**config.mk**
```make
export PLATFORM = sky130hd
export DESIGN_NAME = scan_sequencer
export DESIGN_NICKNAME = d
export VERILOG_FILES = /design/src/rtl/scan_sequencer.sv
export SDC_FILE = /design/constraint.sdc
export NUM_CORES = 1
export LEC_CHECK = 0
export BUFFER_PORTS_ARGS = -buffer_cell sky130_fd_sc_hd__buf_2
export CAP_MARGIN = 20
export CORE_MARGIN = 1
export CORE_UTILIZATION = 52
export DETAILED_ROUTE_END_ITERATION = 10
export MAX_ROUTING_LAYER = met4
export PLACE_DENSITY = 0.79
export SLEW_MARGIN = 20
export SYNTH_ARGS = -nofsm -noshare
export SYNTH_HDL_FRONTEND = slang
export SYNTH_SLANG_ARGS = --single-unit
```
**constraint.sdc**
```tcl
create_clock -name clk -period 2.6 [get_ports clk]
set_clock_uncertainty 0.1 [all_clocks]
set_input_delay 0.65 -clock clk [delete_from_list [all_inputs] [get_ports clk]]
set_output_delay 0.65 -clock clk [all_outputs]
set_load 0.005 [all_outputs]
```
**src/rtl/scan_sequencer.sv**
```systemverilog
// Line-scan sequencer feeding a 3-to-8 decoder: walks the set bits of a mask in
// ascending order, each preceded by BLANK cycles with e=0 and driven for a dwell time.
module scan_sequencer #(
    parameter int DWELL_W = 8,
    parameter int BLANK   = 1
) (
    input  logic               clk,
    input  logic               rst,
    input  logic               start,
    input  logic               stop,
    input  logic               continuous,
    input  logic [7:0]         mask,
    input  logic [DWELL_W-1:0] dwell,
    output logic [2:0]         n,
    output logic               e,
    output logic               busy,
    output logic               done,
    output logic [1:0]         state_dbg
);

    localparam int BLANK_W = $clog2(BLANK + 1);
    localparam int CNT_W   = (DWELL_W > BLANK_W) ? DWELL_W : BLANK_W;
    localparam logic [CNT_W-1:0] BLANK_LAST = CNT_W'(BLANK - 1);

    // state_dbg encoding: 0 = IDLE, 1 = BLANK, 2 = DRIVE
    typedef enum logic [1:0] {
        S_IDLE  = 2'd0,
        S_BLANK = 2'd1,
        S_DRIVE = 2'd2
    } state_t;

    state_t             state, state_d;
    logic [CNT_W-1:0]   cnt, cnt_d;
    logic [2:0]         n_d;
    logic               e_d, busy_d, done_d;
    logic [7:0]         mask_q, mask_d;
    logic [DWELL_W-1:0] dwell_q, dwell_d;
    logic [CNT_W-1:0]   dwell_last;
    logic [2:0]         first_in, first_q, next_q;
    logic               has_next;

    assign state_dbg  = state;
    assign dwell_last = CNT_W'(dwell_q) - CNT_W'(1);

    // Lowest set line of the incoming and latched masks, and next line above n.
    always_comb begin
        first_in = 3'd0;
        first_q  = 3'd0;
        next_q   = 3'd0;
        has_next = 1'b0;
        for (int i = 7; i >= 0; i--) begin
            if (mask[i]) first_in = 3'(i);
            if (mask_q[i]) first_q = 3'(i);
            if (mask_q[i] && (3'(i) > n)) begin
                next_q   = 3'(i);
                has_next = 1'b1;
            end
        end
    end

    // start/stop are level commands sampled on each edge: start counts only in IDLE
    // with stop low, stop wins everywhere; there is no ready/acknowledge path.
    always_comb begin
        state_d = state;
        cnt_d   = cnt;
        n_d     = n;
        mask_d  = mask_q;
        dwell_d = dwell_q;
        done_d  = 1'b0;
        case (state)
            S_IDLE: begin
                if (start && !stop) begin
                    if (mask != 8'd0) begin
                        mask_d  = mask;
                        dwell_d = (dwell == '0) ? DWELL_W'(1) : dwell;
                        n_d     = first_in;
                        cnt_d   = '0;
                        state_d = S_BLANK;
                    end else begin
                        done_d = 1'b1;
                    end
                end
            end
            S_BLANK: begin
                if (stop) begin
                    state_d = S_IDLE;
                end else if (cnt == BLANK_LAST) begin
                    cnt_d   = '0;
                    state_d = S_DRIVE;
                end else begin
                    cnt_d = cnt + CNT_W'(1);
                end
            end
            S_DRIVE: begin
                if (stop) begin
                    state_d = S_IDLE;
                end else if (cnt == dwell_last) begin
                    cnt_d = '0;
                    if (has_next) begin
                        n_d     = next_q;
                        state_d = S_BLANK;
                    end else if (continuous) begin
                        n_d     = first_q;
                        state_d = S_BLANK;
                    end else begin
                        state_d = S_IDLE;
                        done_d  = 1'b1;
                    end
                end else begin
                    cnt_d = cnt + CNT_W'(1);
                end
            end
            default: state_d = S_IDLE;
        endcase
        e_d    = (state_d == S_DRIVE);
        busy_d = (state_d != S_IDLE);
    end

    always_ff @(posedge clk) begin
        if (rst) begin
            state   <= S_IDLE;
            cnt     <= '0;
            n       <= 3'd0;
            e       <= 1'b0;
            busy    <= 1'b0;
            done    <= 1'b0;
            mask_q  <= 8'd0;
            dwell_q <= '0;
        end else begin
            state   <= state_d;
            cnt     <= cnt_d;
            n       <= n_d;
            e       <= e_d;
            busy    <= busy_d;
            done    <= done_d;
            mask_q  <= mask_d;
            dwell_q <= dwell_d;
        end
    end

endmodule

```
==> results.toml, run 1 <==
[route]
dr.pass1.iters = 5
via_count = 2178
highest_layer = "met4"
vias_per_cell = 5.76
drcViolationCount = 0
route.met3.wl_um = 235
drt_iter0_drc = 127
ant_nets = 0
wl_met1_um = 2500
wl_um = 5250
wl_met2_um = 2440
wl_per_cell_um = 13.9

[yosys]
synth_area_um2 = 2180
yosys_most_used_dff = "dfxtp_1"
synthArstFlopShare_pct = 0
synth_seq_area_share_pct = 29.3
syn-instance-count = 296
syn-num-nets = 324
ys_warn_count = 0
ys_types = 55
ys_seq_elements = 32
synth-edff-count = 0
postSynthAreaPerCell_um2 = 7.38

[min_path]
hold_path.class = "reg2reg"

[placed_design]
routabilityCongestion = 0.876
place_inst = 370
port_buffers = 28
hpwl_um = 3910

[timing]
setup-tns-final_ns = 0
finalCriticalPeriod_ns = 2.36
finalSetupViolCount = 0
hold_viol = 0
rsz0062_at_grt = "no"
min_period_over_period_pct = 90.7
tightest_slew_ns = 0.624
fmax_ghz = 0.424
max_slew_margin_pct = 58.2
slew_violations = 0

[grt]
grt_overflow = 0
grt_pass1_wl_um = 8620
antenna_found_initial = 0
track_usage_pct = 26.0
grt_max_degree = 26
grt_pass1_vias = 1890

[floorplanning]
core.rowCount = 23
die_h_um = 66.8
dieArea_um2 = 4460
top_level_ports = 29
design.core.area_um2 = 4030
die-width_um = 66.8
initial_core_util_pct = 54.2

[job]
drv_cap = 0

[pwr]
pwr-share-comb_pct = 19.5
power.internal_w = 0.000904
vdd_ir_drop_max_v = 0.000271
seqPwrFrac_pct = 42.1
netSwitchingPower_w = 0.000359
power_switching_share_pct = 28.4
power_w = 0.00126
leakagePower_nw = 0.952
power_density_nw_per_um2 = 500
clock_power_share_pct = 38.4

[cts]
clock-sinks = 32
clockBufferDepth = 2
ctsHtreeMaxLevel = 2
clock_latency_ns = 0.28
holdBufCountCts = 0
cts_tree = "built"
ctsResizeCount = 0
cts-root-buf = "clkbuf_8"
path_clk_slew_ns = 0.08
cts_buffers = 5
post_cts_buffers = 0

[worst_setup_path]
start_kind = "flop"
endpoint_kind = "flop"
critPathMaxFanout = 6
arrival_ns = 2.47
critical_path.max_stage_delay_ns = 0.37
required_ns = 2.71
crit_type = "reg2reg"
worstPathCellList = "inv_1 -> ha_1 -> buf_4 -> xnor2_1 -> nor4b_1 -> a22oi_1 -> a21oi_4 -> nand2_4 -> or3b_1 -> a31oi_1"
cp_slowest_cell = "or3b_1"

[finish]
drive_above_1_share_pct = 18.0
nets = 355
fill_cells = 370
n_antenna_cell = 0
multi_input_area_um2 = 1410
seqCellArea_um2 = 641
area_delta_synth_final_pct = 15.7
fin_cells = 378

[status]
outcome = "complete, no violations"
## cell families after synthesis
| kind of cell | share of synthesized area, % |
|---|---|
| fa+ha+maj | 4.01 |
| compound gates | 24.5 |
| simple gates | 31.0 |
| flops | 29.3 |
| buf+inv | 5.96 |
| xor+xnor | 3.61 |
| mux | 1.60 |
## power by group through the flow
stage | sequential (W) | clock [W] | combinational, W
6_report | 0.000532 | 0.000485 | 0.000246
5_1_grt | 0.000535 | 0.000510 | 0.000272
4_1_cts | 0.000531 | 0.000486 | 0.000245
3_5_place_dp | 0.000543 | 0 | 0.000244
3_3_place_gp | 0.000542 | 0 | 0.000240
2_1_floorplan | 0.000537 | 0 | 0.000175
## synth_stat cells (3+ instances only)
cell / instances / area share (%)
dfxtp_1: 32 / 29
nor3_1: 11 / 2.5
nor4b_1: 3 / 1.2
clkbuf_1: 9 / 1.5
o21bai_1: 4 / 1.4
nand3b_1: 3 / 1.0
xor2_1: 3 / 1.2
buf_2: 5 / 1.1
ha_1: 7 / 4.0
nand3_1: 10 / 2.3
o21ai_1: 5 / 1.1
nand2b_1: 6 / 1.7
a31oi_1: 6 / 1.7
xnor2_1: 6 / 2.4
o22ai_1: 3 / 0.86
nor4_1: 4 / 1.1
a211oi_1: 3 / 1.0
o21ai_0: 7 / 1.6
nor2_1: 18 / 3.1
or4_1: 4 / 1.4
nand2_1: 45 / 7.7
inv_1: 17 / 2.9
a21oi_1: 34 / 7.8
or3_1: 7 / 2.0
nor2b_1: 4 / 1.1
nor3b_1: 4 / 1.4
## stage by stage
step                util (%)  cell area [um2]  hold slack, ns  worst slack [ns]
finish                  62.7             2530           0.378             0.241
global route            62.7             2530           0.390            0.0414
CTS                     62.7             2530           0.380             0.225
detailed placement      60.0             2420           0.369            0.0577
global placement        60.0             2420           0.363            0.0859
floorplan                  -             2180           0.348             0.200
## metal layers
metal  global-route usage (%)  up-vias
met2                     39.5       68
met4                     8.51        0
li1                         -     1120
met1                     35.1      980
met3                     3.94       10
met5                        -        -
## registers in the layout (all words and copies together) (netlist names)
name and flops:
busy 1, cnt 8, done 1, dwell_q 8, e 1, mask_q 8
n 3, state_dbg 2
## cell usage in the layout, fill, tap and decap left out, types with 4 or more instances in the layout
| master | netlist | layout |
|---|---|---|
| nand2_1 | 45 | 45 |
| a21oi_1 | 34 | 34 |
| dfxtp_1 | 32 | 32 |
| buf_2 | 5 | 28 |
| nor2_1 | 18 | 18 |
| inv_1 | 17 | 17 |
| nor3_1 | 11 | 11 |
| nand3_1 | 10 | 10 |
| buf_4 | 1 | 10 |
| o21ai_0 | 7 | 7 |
| or3_1 | 7 | 7 |
| ha_1 | 7 | 7 |
| xnor2_1 | 6 | 6 |
| nand2b_1 | 6 | 6 |
| a31oi_1 | 6 | 6 |
| o21ai_1 | 5 | 5 |
| clkbuf_8 | 0 | 5 |
| or4_1 | 4 | 4 |
| nor4_1 | 4 | 4 |
| o21bai_1 | 4 | 4 |
| nor2b_1 | 4 | 4 |
| nor3b_1 | 4 | 4 |
## worst max-delay path: cells and delay by family (launching register included)
kind	cells	cell delay [ns]
AND/OR/NAND/NOR	3	0.72
AO/OA/AOI/OAI	3	0.50
flip-flops	1	0.33
buffers and inverters	2	0.23
adder cells (fa/ha/maj)	1	0.23
XOR/XNOR	1	0.18
## area by class of cell
cell class | instances | share of cell area, %
Clock buffer | 5 | 2.72
Clock inverter | 3 | 1.68
Inverter | 17 | 2.52
Multi-Input combinational cell | 232 | 55.9
Sequential cell | 32 | 25.3
Tap cell | 50 | 2.48
Timing Repair Buffer | 39 | 9.31
## path summary, 6_finish.rpt
check | slack, ns | cells past startpoint | endpoint | start
worst max-delay path | 0.24 | 10 | n[2] | dwell_q[0]
worst min-delay path | 0.38 | 2 | dwell_q[7] | dwell_q[7]
worst max register to register | 0.24 | 10 | n[2] | dwell_q[0]
worst min register to register | 0.38 | 2 | dwell_q[7] | dwell_q[7]
Note: power is estimated with default switching activity, not from simulation.
==> run 2, diff against run 1 <==
BUFFER_PORTS_ARGS = unset   (was -buffer_cell sky130_fd_sc_hd__buf_2)
CORE_UTILIZATION = 55   (was 52)
CTS_CLUSTER_DIAMETER = 50   (was unset)
DONT_BUFFER_PORTS = 1   (was unset)
PLACE_DENSITY = unset   (was 0.79)
PLACE_DENSITY_LB_ADDON = 0.1   (was unset)
==> results.toml, run 2 (same netlist as run 1, synthesis figures left out) <==
[finish]
n_antenna_cell = 0
drive_above_1_share_pct = 10.0
final_common_cell = "nand2_1"
area_delta_synth_final_pct = 7.16
nets = 326
fin_cells = 347
top_regs = "cnt (8), dwell_q (8), mask_q (8)"
design_area_um2 = 2340
final_cell_mix = "nand2_1 (45), a21oi_1 (34), dfxtp_1 (32)"
final_util_pct = 62.5
fill_cells = 345

[timing]
fmax_ghz = 0.425
finalSetupViolCount = 0
min_period_over_period_pct = 90.5
max_slew_margin_pct = 58.4
hold_viol = 0
setup-tns-final_ns = 0
tightest_slew_ns = 0.622
rsz0062_at_grt = "no"
finalCriticalPeriod_ns = 2.35
slew_violations = 0

[worst_setup_path]
worstPathCellList = "inv_1 -> ha_1 -> nor3b_1 -> or4b_4 -> a21oi_4 -> nand2_4 -> or3b_1 -> a31oi_1"
critPathMaxFanout = 6
r2r_cells = 8
crit_type = "reg2reg"
r2r-end = "n[2]"
critical_path.max_stage_delay_ns = 0.56
r2r_start = "dwell_q[0]"
start_kind = "flop"
r2r_slack_ns = 0.25
cp_slowest_cell = "or4b_4"
required_ns = 2.72
arrival_ns = 2.47
endpoint_kind = "flop"

[floorplanning]
die_h_um = 65.0
initial_core_util_pct = 58.4
top_level_ports = 29
die-width_um = 65.0
dieArea_um2 = 4230
core.rowCount = 22
design.core.area_um2 = 3740

[cts]
clockBufferDepth = 2
ctsHtreeMaxLevel = 2
clock-sinks = 32
path_clk_slew_ns = 0.07
ctsResizeCount = 0
post_cts_buffers = 0
cts-root-buf = "clkbuf_8"
cts_tree = "built"
cts_buffers = 5
holdBufCountCts = 0
clock_latency_ns = 0.29

[placed_design]
port_buffers = 0
place_area_um2 = 2250
hpwl_um = 3940
routabilityCongestion = 0.913
place_inst = 339

[status]
outcome = "complete, no violations"

[grt]
grt_pass1_wl_um = 8780
grt_overflow = 0
track_usage_pct = 27.5
grt_pass1_vias = 1892
antenna_found_initial = 0
grt_max_degree = 26

[pwr]
vdd_ir_drop_max_v = 0.000311
leakagePower_nw = 0.814
power_density_nw_per_um2 = 482

[min_path]
worstHoldStart = "rst"
hold_path.class = "in2reg"
hold_depth = 1
hold-path-endpoint = "dwell_q[6]"

[route]
wl_per_cell_um = 15.1
drcViolationCount = 0
dr.pass1.iters = 4
via_count = 2089
wl_um = 5250
vias_per_cell = 6.02
drt_iter0_drc = 168
ant_nets = 0

[job]
drv_cap = 0
-- run 2: how the worst max path moves through the flow --
stage / slack [ns] / depth (start not counted) / endpoint / start
after floorplan: 0.20 / 9 / n[2] / dwell_q[0]
after global placement: 0.20 / 8 / n[2] / mask[0]
after detailed placement: 0.13 / 8 / n[2] / mask[0]
after CTS: 0.25 / 8 / n[2] / dwell_q[0]
after global routing: 0.04 / 9 / cnt[2] / cnt[1]
final: 0.25 / 8 / n[2] / dwell_q[0]
-- run 2: critical path: cells and delay by family, from the launching register on --
kind	cells	cell delay (ns)
flip-flops	1	0.34
adder cells (fa/ha/maj)	1	0.25
AO/OA/AOI/OAI	2	0.33
AND/OR/NAND/NOR	4	1.19
buffers and inverters	1	0.06
-- run 2: stage by stage --
step                      power, W  hold WS, ns  setup WS, ns
after floorplan           0.000712        0.348         0.200
after global placement    0.000751        0.369         0.196
after detailed placement  0.000752        0.383         0.130
after CTS                  0.00113        0.322         0.245
after global routing       0.00119        0.310        0.0364
final                      0.00113        0.326         0.248
-- run 2: cell type report --
class	count	area (um2)	area share [%]
clock buffers	5	68.8	2.94
clock inverters	3	18.8	0.802
inverters	17	63.8	2.73
multi-input cells	232	1410	60.4
flip-flops and latches	32	641	27.4
well taps	48	60.1	2.57
repair buffers	10	75.1	3.21
-- run 2: where the power goes --
part	switching [W]	total, W	internal (W)
clock network	0.000198	0.000384	0.000186
logic	0.000114	0.000210	0.0000950
registers	0.0000257	0.000534	0.000509
-- run 2: metal layers --
metal / wire length [um] / up-vias / track usage (%) / part of all wire [%]
met3: 433 / 5 / 5.99 / 8.2
met2: 2300 / 73 / 38.5 / 44
met5: 0 / - / - / 0
met1: 2490 / 955 / 40.3 / 47
met4: 31 / 0 / 5.16 / 0.59
li1: - / 1056 / - / -
==> run 3, diff against run 2 <==
CAP_MARGIN = 30   (was 20)
PLACE_DENSITY_LB_ADDON = 0.15   (was 0.1)
clock period = 2.5 ns   (was 2.6 ns; I/O delays follow)
==> results.toml, run 3 (same netlist as run 1, synthesis figures left out) <==
[route]
vias_per_cell = 6.09
dr.pass1.iters = 5
ant_nets = 0
wl_um = 5320
via_count = 2131
drcViolationCount = 0
drt_iter0_drc = 125
wl_per_cell_um = 15.2

[finish]
final_util_pct = 64.3
seqCellArea_um2 = 641
drive_above_1_share_pct = 11.3
area_delta_synth_final_pct = 10.3
final_cell_mix = "nand2_1 (45), a21oi_1 (34), dfxtp_1 (32)"
n_antenna_cell = 0
top_regs = "cnt (8), dwell_q (8), mask_q (8)"
final_common_cell = "nand2_1"
multi_input_area_um2 = 1420
fill_cells = 358
fin_cells = 350
nets = 329

[timing]
finalWorstSetupSlack_ns = 0.0935
hold_viol = 0
max_slew_margin_pct = 58.0
slew_violations = 0
tightest_slew_ns = 0.627
min_period_over_period_pct = 96.3
fmax_ghz = 0.416
finalSetupViolCount = 0
finalCriticalPeriod_ns = 2.41

[pwr]
leakagePower_nw = 0.846
vdd_ir_drop_max_v = 0.000403
power_density_nw_per_um2 = 547

[grt]
track_usage_pct = 26.1
grt_pass1_vias = 1794
antenna_found_initial = 0
grt_overflow = 0
grt_max_degree = 26
grt_pass1_wl_um = 8260

[placed_design]
dpl_worst_slack_ns = 0.0721
routabilityCongestion = 0.874
place_inst = 342
hpwl_um = 3870
port_buffers = 0

[cts]
cts_buffers = 5
cts_tree = "built"
ctsHtreeMaxLevel = 2
post_cts_buffers = 0
clockBufferDepth = 2
path_clk_slew_ns = 0.07
cts-root-buf = "clkbuf_8"
clock_latency_ns = 0.28
clock-sinks = 32

[worst_setup_path]
critical_path.max_stage_delay_ns = 0.37
critPathMaxFanout = 6
worstPathCellList = "inv_1 -> ha_1 -> xnor2_1 -> nor4_1 -> a22oi_1 -> a21oi_4 -> nand2_4 -> or3_1 -> a21oi_1"
crit_type = "reg2reg"
required_ns = 2.60
endpoint_kind = "flop"
cp_slowest_cell = "or3_1"
start_kind = "flop"
arrival_ns = 2.50

[floorplanning]
dieArea_um2 = 4230
top_level_ports = 29
die-width_um = 65.0
initial_core_util_pct = 58.4
core.rowCount = 22
die_h_um = 65.0
design.core.area_um2 = 3740

[status]
outcome = "complete, no violations"

[min_path]
hold_path.class = "in2reg"

[job]
drv_cap = 0
[run 3: through the flow]
| stage | power, W | hold slack [ns] | cell area (um2) | setup TNS [ns] |
|---|---|---|---|---|
| finish | 0.00132 | 0.315 | 2410 | 0 |
| global route | 0.00138 | 0.294 | 2410 | -0.0563 |
| CTS | 0.00133 | 0.301 | 2400 | 0 |
| detailed placement | 0.000786 | 0.376 | 2280 | 0 |
| global placement | 0.000784 | 0.371 | 2280 | 0 |
| floorplan | 0.000741 | 0.348 | 2180 | 0 |
[run 3: worst max-delay path, delay by kind of cell, from the launching register on]
kind	cells	cell delay, ns
simple gates	3	0.78
compound gates	3	0.55
flops	1	0.34
fa+ha+maj	1	0.32
xor+xnor	1	0.16
buf+inv	1	0.06
[run 3: metal layers]
layer	global-route usage [%]	part of all wire, %	vias to the layer above
li1	-	-	1066
met1	34.0	46	985
met2	40.4	46	74
met3	5.81	7.2	6
met4	7.88	0.94	0
met5	-	0	-
[run 3: worst paths after layout]
kind               from    endpoint  slack, ns  cells past startpoint
min                 rst      cnt[0]       0.31                      1
max          dwell_q[0]        done       0.09                      9
max reg2reg  dwell_q[0]        done       0.09                      9
min reg2reg  dwell_q[7]  dwell_q[7]       0.38                      2
[run 3: power by group]
part           internal (W)  switching (W)
clock network      0.000352       0.000187
registers          0.000529      0.0000247
logic              0.000102       0.000123
total              0.000983       0.000335
[run 3: area by class of cell]
type,instances,share of cell area (%)
clock inverters,1,1.25
clock buffers,7,4.00
well taps,48,2.49
repair buffers,13,4.05
inverters,17,2.65
multi-input cells,232,59.0
flip-flops and latches,32,26.6
[run 3: timing repair]
item                                    in CTS  in global routing
gates resized for setup                      0                  1
hold buffers                                 0                  0
endpoints found under the setup margin       0                  2
